`src/rtl/scan_config_ctrl.sv`:
```
// scan_config_ctrl
// Loads a configuration bitstream into the FPGA scan chain. Parallel words
// arrive over a valid/ready handshake. Each word is shifted MSB-first into
// the chain head. The bits that fall out of the chain tail are collected
// as readback words.
//
// Ports:
//   scan_clk    - sole clock, shared with the scan chain cells
//   rst         - asynchronous active-high reset
//   start       - one-cycle pulse, begins a load when idle
//   abort       - returns to idle at the next edge, highest priority
//   word_data   - configuration word (MSB shifted first)
//   word_valid  - word_data valid
//   word_ready  - controller accepts a word this cycle
//   scan_en     - chain shift enable
//   scan_in     - serial data into the chain head
//   scan_out    - serial data from the chain tail
//   rdata       - readback word, left-aligned
//   rdata_valid - one-cycle pulse, rdata valid
//   busy        - load in progress
//   done        - one-cycle pulse, all CHAIN_LEN bits shifted
module scan_config_ctrl #(
  parameter int CHAIN_LEN = 16,
  parameter int DATA_W    = 8,
  parameter int CNT_W     = $clog2(CHAIN_LEN + 1)
) (
  input  logic              scan_clk,
  input  logic              rst,
  input  logic              start,
  input  logic              abort,
  input  logic [DATA_W-1:0] word_data,
  input  logic              word_valid,
  output logic              word_ready,
  output logic              scan_en,
  output logic              scan_in,
  input  logic              scan_out,
  output logic [DATA_W-1:0] rdata,
  output logic              rdata_valid,
  output logic              busy,
  output logic              done
);

  localparam int WB_W = $clog2(DATA_W + 1);

  typedef enum logic [1:0] {
    S_IDLE,
    S_FETCH,
    S_SHIFT,
    S_DONE
  } state_t;

  state_t            state_q, state_d;
  logic [DATA_W-1:0] shreg_q, shreg_d;
  logic [DATA_W-1:0] rbk_q, rbk_d;
  logic [WB_W-1:0]   wbits_q, wbits_d;
  logic [WB_W-1:0]   wpad_q, wpad_d;
  logic [CNT_W-1:0]  rem_q, rem_d;
  logic [DATA_W-1:0] rdata_q, rdata_d;
  logic              rdata_valid_q, rdata_valid_d;
  logic [DATA_W-1:0] rbk_shift;

  always_ff @(posedge scan_clk or posedge rst) begin
    if (rst) begin
      state_q       <= S_IDLE;
      shreg_q       <= '0;
      rbk_q         <= '0;
      wbits_q       <= '0;
      wpad_q        <= '0;
      rem_q         <= '0;
      rdata_q       <= '0;
      rdata_valid_q <= 1'b0;
    end else begin
      state_q       <= state_d;
      shreg_q       <= shreg_d;
      rbk_q         <= rbk_d;
      wbits_q       <= wbits_d;
      wpad_q        <= wpad_d;
      rem_q         <= rem_d;
      rdata_q       <= rdata_d;
      rdata_valid_q <= rdata_valid_d;
    end
  end

  // The tail bit is sampled on the same edge that shifts the chain.
  // The value seen is the bit present before that shift.
  assign rbk_shift = (rbk_q << 1) | DATA_W'(scan_out);

  always_comb begin
    state_d       = state_q;
    shreg_d       = shreg_q;
    rbk_d         = rbk_q;
    wbits_d       = wbits_q;
    wpad_d        = wpad_q;
    rem_d         = rem_q;
    rdata_d       = rdata_q;
    rdata_valid_d = 1'b0;

    unique case (state_q)
      S_IDLE: begin
        if (start && !abort) begin
          state_d = S_FETCH;
          rem_d   = CNT_W'(CHAIN_LEN);
        end
      end

      S_FETCH: begin
        if (abort) begin
          state_d = S_IDLE;
        end else if (word_valid) begin
          state_d = S_SHIFT;
          shreg_d = word_data;
          rbk_d   = '0;
          // A short final word shifts only its top rem bits.
          // wpad is the amount that later left-aligns its readback.
          if (32'(rem_q) >= 32'(DATA_W)) begin
            wbits_d = WB_W'(DATA_W);
            wpad_d  = '0;
          end else begin
            wbits_d = WB_W'(rem_q);
            wpad_d  = WB_W'(DATA_W) - WB_W'(rem_q);
          end
        end
      end

      S_SHIFT: begin
        if (abort) begin
          state_d = S_IDLE;
        end else begin
          shreg_d = shreg_q << 1;
          rbk_d   = rbk_shift;
          wbits_d = wbits_q - WB_W'(1);
          rem_d   = rem_q - CNT_W'(1);
          if (wbits_q == WB_W'(1)) begin
            rdata_d       = rbk_shift << wpad_q;
            rdata_valid_d = 1'b1;
            state_d       = (rem_q == CNT_W'(1)) ? S_DONE : S_FETCH;
          end
        end
      end

      S_DONE: begin
        state_d = S_IDLE;
      end

      default: begin
        state_d = S_IDLE;
      end
    endcase
  end

  assign word_ready  = (state_q == S_FETCH);
  assign scan_en     = (state_q == S_SHIFT);
  assign scan_in     = (state_q == S_SHIFT) & shreg_q[DATA_W-1];
  assign busy        = (state_q != S_IDLE);
  assign done        = (state_q == S_DONE);
  assign rdata       = rdata_q;
  assign rdata_valid = rdata_valid_q;

endmodule

```
`config.mk`:
```
export PLATFORM = sky130hd
export DESIGN_NAME = scan_config_ctrl
export DESIGN_NICKNAME = d
export VERILOG_FILES = /design/src/rtl/scan_config_ctrl.sv
export SDC_FILE = /design/constraint.sdc
export NUM_CORES = 1
export LEC_CHECK = 0
export CORE_UTILIZATION = 25
export CTS_CLUSTER_DIAMETER = 120
export DETAILED_ROUTE_END_ITERATION = 7
export PLACE_DENSITY = 0.52
export REMOVE_ABC_BUFFERS = 1
export SLEW_MARGIN = 20
export SYNTH_ARGS = -nofsm -noshare
export SYNTH_HDL_FRONTEND = slang
export SYNTH_SLANG_ARGS = --single-unit
export TNS_END_PERCENT = 100
```
`constraint.sdc`:
```
create_clock -name scan_clk -period 1.7 [get_ports scan_clk]
set_input_delay 0.17 -clock scan_clk [delete_from_list [all_inputs] [get_ports scan_clk]]
set_output_delay 0.17 -clock scan_clk [all_outputs]
set_load 0.02 [all_outputs]
```
# --- After elaboration in Yosys (flattened, before gate mapping) ---
# Cells that the tools add are included.
# W data, S select, Z words.
totals:
  regBits: 39
  inputBits: 14
  out_inout_bits: 14
  elab_cells: 65
op_classes:
  n_addsub: 3
  n_lt_le_gt_ge: 1
  eq_ne: 11
  shifts: 1
  muxes: 27
  bitwise_logic: 3
  n_reduce_logical: 11
op_table:
  columns: ["op", "count"]
  rows:
  - ["$mux W8", 3]
  - ["$mux W7", 3]
  - ["$mux W4", 5]
  - ["$pmux W8 S2", 1]
  - ["$pmux W7 S2", 1]
  - ["$mux W2", 6]
  - ["$reduce_and A3 Y1", 4]
  - ["$mux W5", 2]
  - ["$pmux W5 S2", 1]
  - ["$ne A2 B2 Y1 const B", 4]
  - ["$or A8 B1 Y8", 1]
  - ["$pmux W2 S4", 1]
  - ["$pmux W4 S2", 1]
  - ["$shl A8 B4 Y8", 1]
  - ["$reduce_bool A2 Y1", 3]
  - ["$eq A5 B1 Y1 const B", 1]
  - ["$ge A5 B4 Y1 const B", 1]
  - ["$sub A5 B1 Y5 const B", 1]
  - ["$eq A2 B2 Y1 const B", 2]
  - ["$eq A4 B1 Y1 const B", 1]
  - ["$reduce_and A4 Y1", 1]
  - ["$sub A4 B1 Y4 const B", 1]
  - ["$sub A4 B4 Y4 const A", 1]
  - ["$mux W1", 3]
  - ["8 further kinds", 8]

# --- Longest topological paths before layout ---
logic_depth:
  depth_word: 5
  ltp_mapped: 7
  ltp_nobuf: 6

# --- Worst setup path before layout ---
# OpenSTA, ideal clock, no wires.
synth_timing:
  kind: "register to output"
  startpoint: "reg state_q[0]"
  endpoint: "out scan_in"
  arrival_time_ns: 1.376
  required_ns: 1.530
  setup_slack_ns: 0.154
  path_stages_with_launch: 6
  n_path_buf: 2
  path_cell_list: "dfrtp_1 nand2b_1 buf_4 inv_2 buf_2 and2_1"
synth_via:
  elab_chain_cells: 2
synth_lines:
  columns: ["element", "line", "text"]
  rows:
  - ["start: declaration", "52", "state_t state_q, state_d;"]
  - ["start signal: assignment", "73", "state_q <= state_d;"]
  - ["$eq A2 B2 Y1", null, null]
  - ["via scan_en", "34", "output logic scan_en,"]
  - ["$and A1 B1 Y1", "153", "assign scan_in = (state_q == S_SHIFT) & shreg_q[DATA_W-1];"]
  - ["end: declaration", "35", "output logic scan_in,"]
# The timed path passes the listed nets, and every way through them passes these cells.

# --- Worst setup path after layout ---
layout_timing:
  startpoint: "reg state_q[0]"
  endpoint: "out busy"
layout_via:
  elab_chain_cells: 1
layout_lines:
  columns: ["element", "line", "text"]
  rows:
  - ["$reduce_bool A2 Y1", "154", "assign busy = (state_q != S_IDLE);"]
  - ["end: declaration", "39", "output logic busy,"]
# Every way passes these cells.

==> key figures <==
Cells and area
  • Non-filler cells, final: around 370
  • Nets@finish: ~290
  • Post-route cell area: 0.00268 sq mm
  • Share of layout cells above drive strength 1: 0.146
  • Ant diodes: 0
  • Fin util: 0.328
  • Synth-to-layout area growth: 28.0%

STA
  • Hold Slack: ~0.24 ns
  • Period utilization: 0.954
  • Tmin final: approximately 1.6 ns
  • Setup_tns: 0 ns
  • Slew Limit Fails: 0
  • Slew @ Worst Pin: 0.405 ns
  • Count of final setup violators: 0
  • Fin. Hold Viols: 0
  • Fmax: roughly 0.6 GHz
  • Setup Skew: approximately 0.0026 ns
  • Rel. slew slack: 0.726
  • RSZ-0062 raised after global routing: false
  • Setup slack after layout: roughly 0.078 ns

Power
  • VDD IR max: ~0.36 mV
  • Total power: 2.39 mW
  • Pint: ~1.7 mW
  • P_sw: about 710 uW
  • Pwr/cell area: between 800 and 900 mW/mm^2
  • Clock power share: 0.287
  • Sw frac: 0.297
  • Leak: around 1.2 nW
  • Sequential share of power: 0.501
  • Gate power share: 0.212

Drt
  • Vias per cell: roughly 4.6
  • DRT Pass-1 Iters: 4
  • Total Wirelength: roughly 4600 um
  • WL per Instance: between 10 and 15 um
  • DR iter-0 viols: a little over 60
  • Drt drc: 0
  • Vias: 1701
  • Post-route ant nets: 0

Run
  • Number of max-cap violations: 0

Worst setup path
  • Startpoint Class: flop
  • Worst path required time: roughly 1.5 ns
  • Critical path fanouts, max: 7
  • Crit path DAT: 1.45 ns
  • Worst Setup Path Type: flop to primary output
  • Crit end category: primary output

Yosys
  • Area leader, netlist: dfrtp_1
  • Synth cell types: between 40 and 50
  • Sequential-to-total area share from yosys stat: 0.466
  • Top-count cell post-synth: nand2_1
  • Largest cells by area after synthesis: dfrtp_1 (47%), nand2_1 (9.1%), mux2i_1 (5.3%)
  • Number of synthesized flops with an enable pin: 0
  • Commonest cells in the netlist: nand2_1 (51), dfrtp_1 (39), nor2_1 (19), o21ai_0 (18), mux2i_1 (11)
  • Syn Inst Count: 228
  • Flops & latches, synth: 39
  • Most used DFF post-synth: dfrtp_1
  • Share of the synthesized area in the top cell type: 0.466
  • Post-Syn Area: about 0.0021 sq mm
  • Synthesized area per cell: 9.19 sq um
  • YS warnings: 0
  • Post-synth ARST share: 1.00

Placement
  • Post-DP Area: between 0.002 and 0.003 sq mm
  • HPWL Detailed: 3330 um
  • Routability congestion estimate: between 0.8 and 0.9
  • Placed insts: 365
  • Placement Setup Slack: 0.0717 ns
  • PortBufs: 27

Clock network
  • Clock tree from TritonCTS: yes
  • Clock slew at reported path FFs: ~0.070 ns
  • H-tree depth: 2
  • Root Buffer: clkbuf_8
  • Clock sinks: 39
  • Setup bufs post-CTS: 0
  • Post-CTS Hold Fix Bufs: 0
  • Worst skew pair latency: roughly 0.29 ns
  • Clock Path Buffers: 2
  • Clock buffer count from CTS: 5

Global route
  • First-pass GRT wire length: slightly above 8000 um
  • All-Layer GR Usage: 0.120
  • Number of global-route vias before repair: 1792
  • Number of antenna violations at the first check in global routing: 0
  • Grt ovf: 0
  • Largest net degree at the start of global routing: 40

Die
  • IO Pins: 28
  • Core area: about 0.0082 sq mm
  • Initial Utilization: 0.256
  • Width of the die: 93.5 um
  • Vert. Die Dim: 93.5 um
  • Die Footprint: around 0.0087 sq mm
  • Rows: 33

Run status
  • Status: finished, final reports clean

Hold path
  • Worst min-delay path category: input port to asynchronous set/reset pin
-- power groups by stage --
| stage | combinational (mW) | sequential, mW | clock (mW) |
|---|---|---|---|
| 6_report | 0.507 | 1.20 | 0.687 |
| 5_1_grt | 0.588 | 1.22 | 0.759 |
| 4_1_cts | 0.513 | 1.19 | 0.718 |
| 3_5_place_dp | 0.515 | 1.21 | 0 |
| 3_3_place_gp | 0.510 | 1.21 | 0 |
| 2_1_floorplan | 0.337 | 1.19 | 0 |
-- final timing paths --
| check | startpoint | to | slack [ns] | cells after the start |
|---|---|---|---|---|
| max | state_q[0]$_DFFE_PP0P_ | busy | 0.08 | 3 |
| min | rst | rbk_q[1]$_DFFE_PP0P_ | 0.24 | 3 |
| min reg2reg | rdata[0]$_DFFE_PP0P_ | rdata[0]$_DFFE_PP0P_ | 0.49 | 2 |
| max in group asynchronous | rst | rem_q[4]$_DFFE_PP0P_ | 1.27 | 3 |
| max reg2reg | wbits_q[1]$_DFFE_PP0P_ | rdata[3]$_DFFE_PP0P_ | 0.16 | 7 |
| min in group scan_clk | word_data[0] | shreg_q[0]$_DFFE_PP0P_ | 0.43 | 3 |
-- final cells by class --
class / count / area [sq um]
Tap cell: 105 / 131
Timing Repair Buffer: 43 / 413
Sequential cell: 39 / 976
Inverter: 10 / 37.5
Clock buffer: 8 / 100
Multi-Input combinational cell: 168 / 1020
Fill cell: 856 / 5490
-- registers in the layout, summed over array words and instances, names as in the netlist --
signal	cells
shreg_q	8
wbits_q	4
state_q	2
wpad_q	4
rdata_valid	1
rbk_q	7
rem_q	5
rdata	8
-- cells by family (layout without fill, tap and decap cells) --
group           count (synthesis)  in the layout  synth area share
compound gates                 50             50             0.161
xor+xnor                        3              3            0.0125
fa+ha+maj                       5              5            0.0299
buf+inv                        21             61            0.0478
flops                          39             39             0.466
mux                            14             14            0.0687
simple gates                   96             96             0.214
-- routing by layer --
metal / track usage / wire [um] / vias up
met5: 0 / 0 / -
met4: 0.0385 / 39 / 0
met3: 0.0350 / 213 / 4
met2: 0.189 / 2020 / 33
met1: 0.157 / 2280 / 804
li1: - / - / 860
-- what timing repair did --
action,CTS,global route
gates resized for setup,4,3
endpoints found under the setup margin,4,7
pin swaps,0,0
-- critical path, stage by stage (launching register included) --
cell           delay [ns]
dfrtp_1              0.38
buf_4                0.16
or2_2                0.30
dlygate4sd2_1        0.33
-- placed cells by master, fill, tap and decap left out, drive strengths merged, types with 4 or more instances in the layout --
| master | Yosys | layout |
|---|---|---|
| clkbuf | 0 | 8 |
| a21oi | 4 | 4 |
| nor2 | 19 | 19 |
| a31oi | 9 | 9 |
| dfrtp | 39 | 39 |
| o21ai | 22 | 22 |
| mux2i | 11 | 11 |
| ha | 5 | 5 |
| inv | 10 | 10 |
| nand2 | 52 | 52 |
| clkdlybuf4s50 | 0 | 22 |
| dlygate4sd2 | 0 | 4 |
| buf | 11 | 16 |
| nor3 | 4 | 4 |
Note: power is estimated with default switching activity, not from simulation.
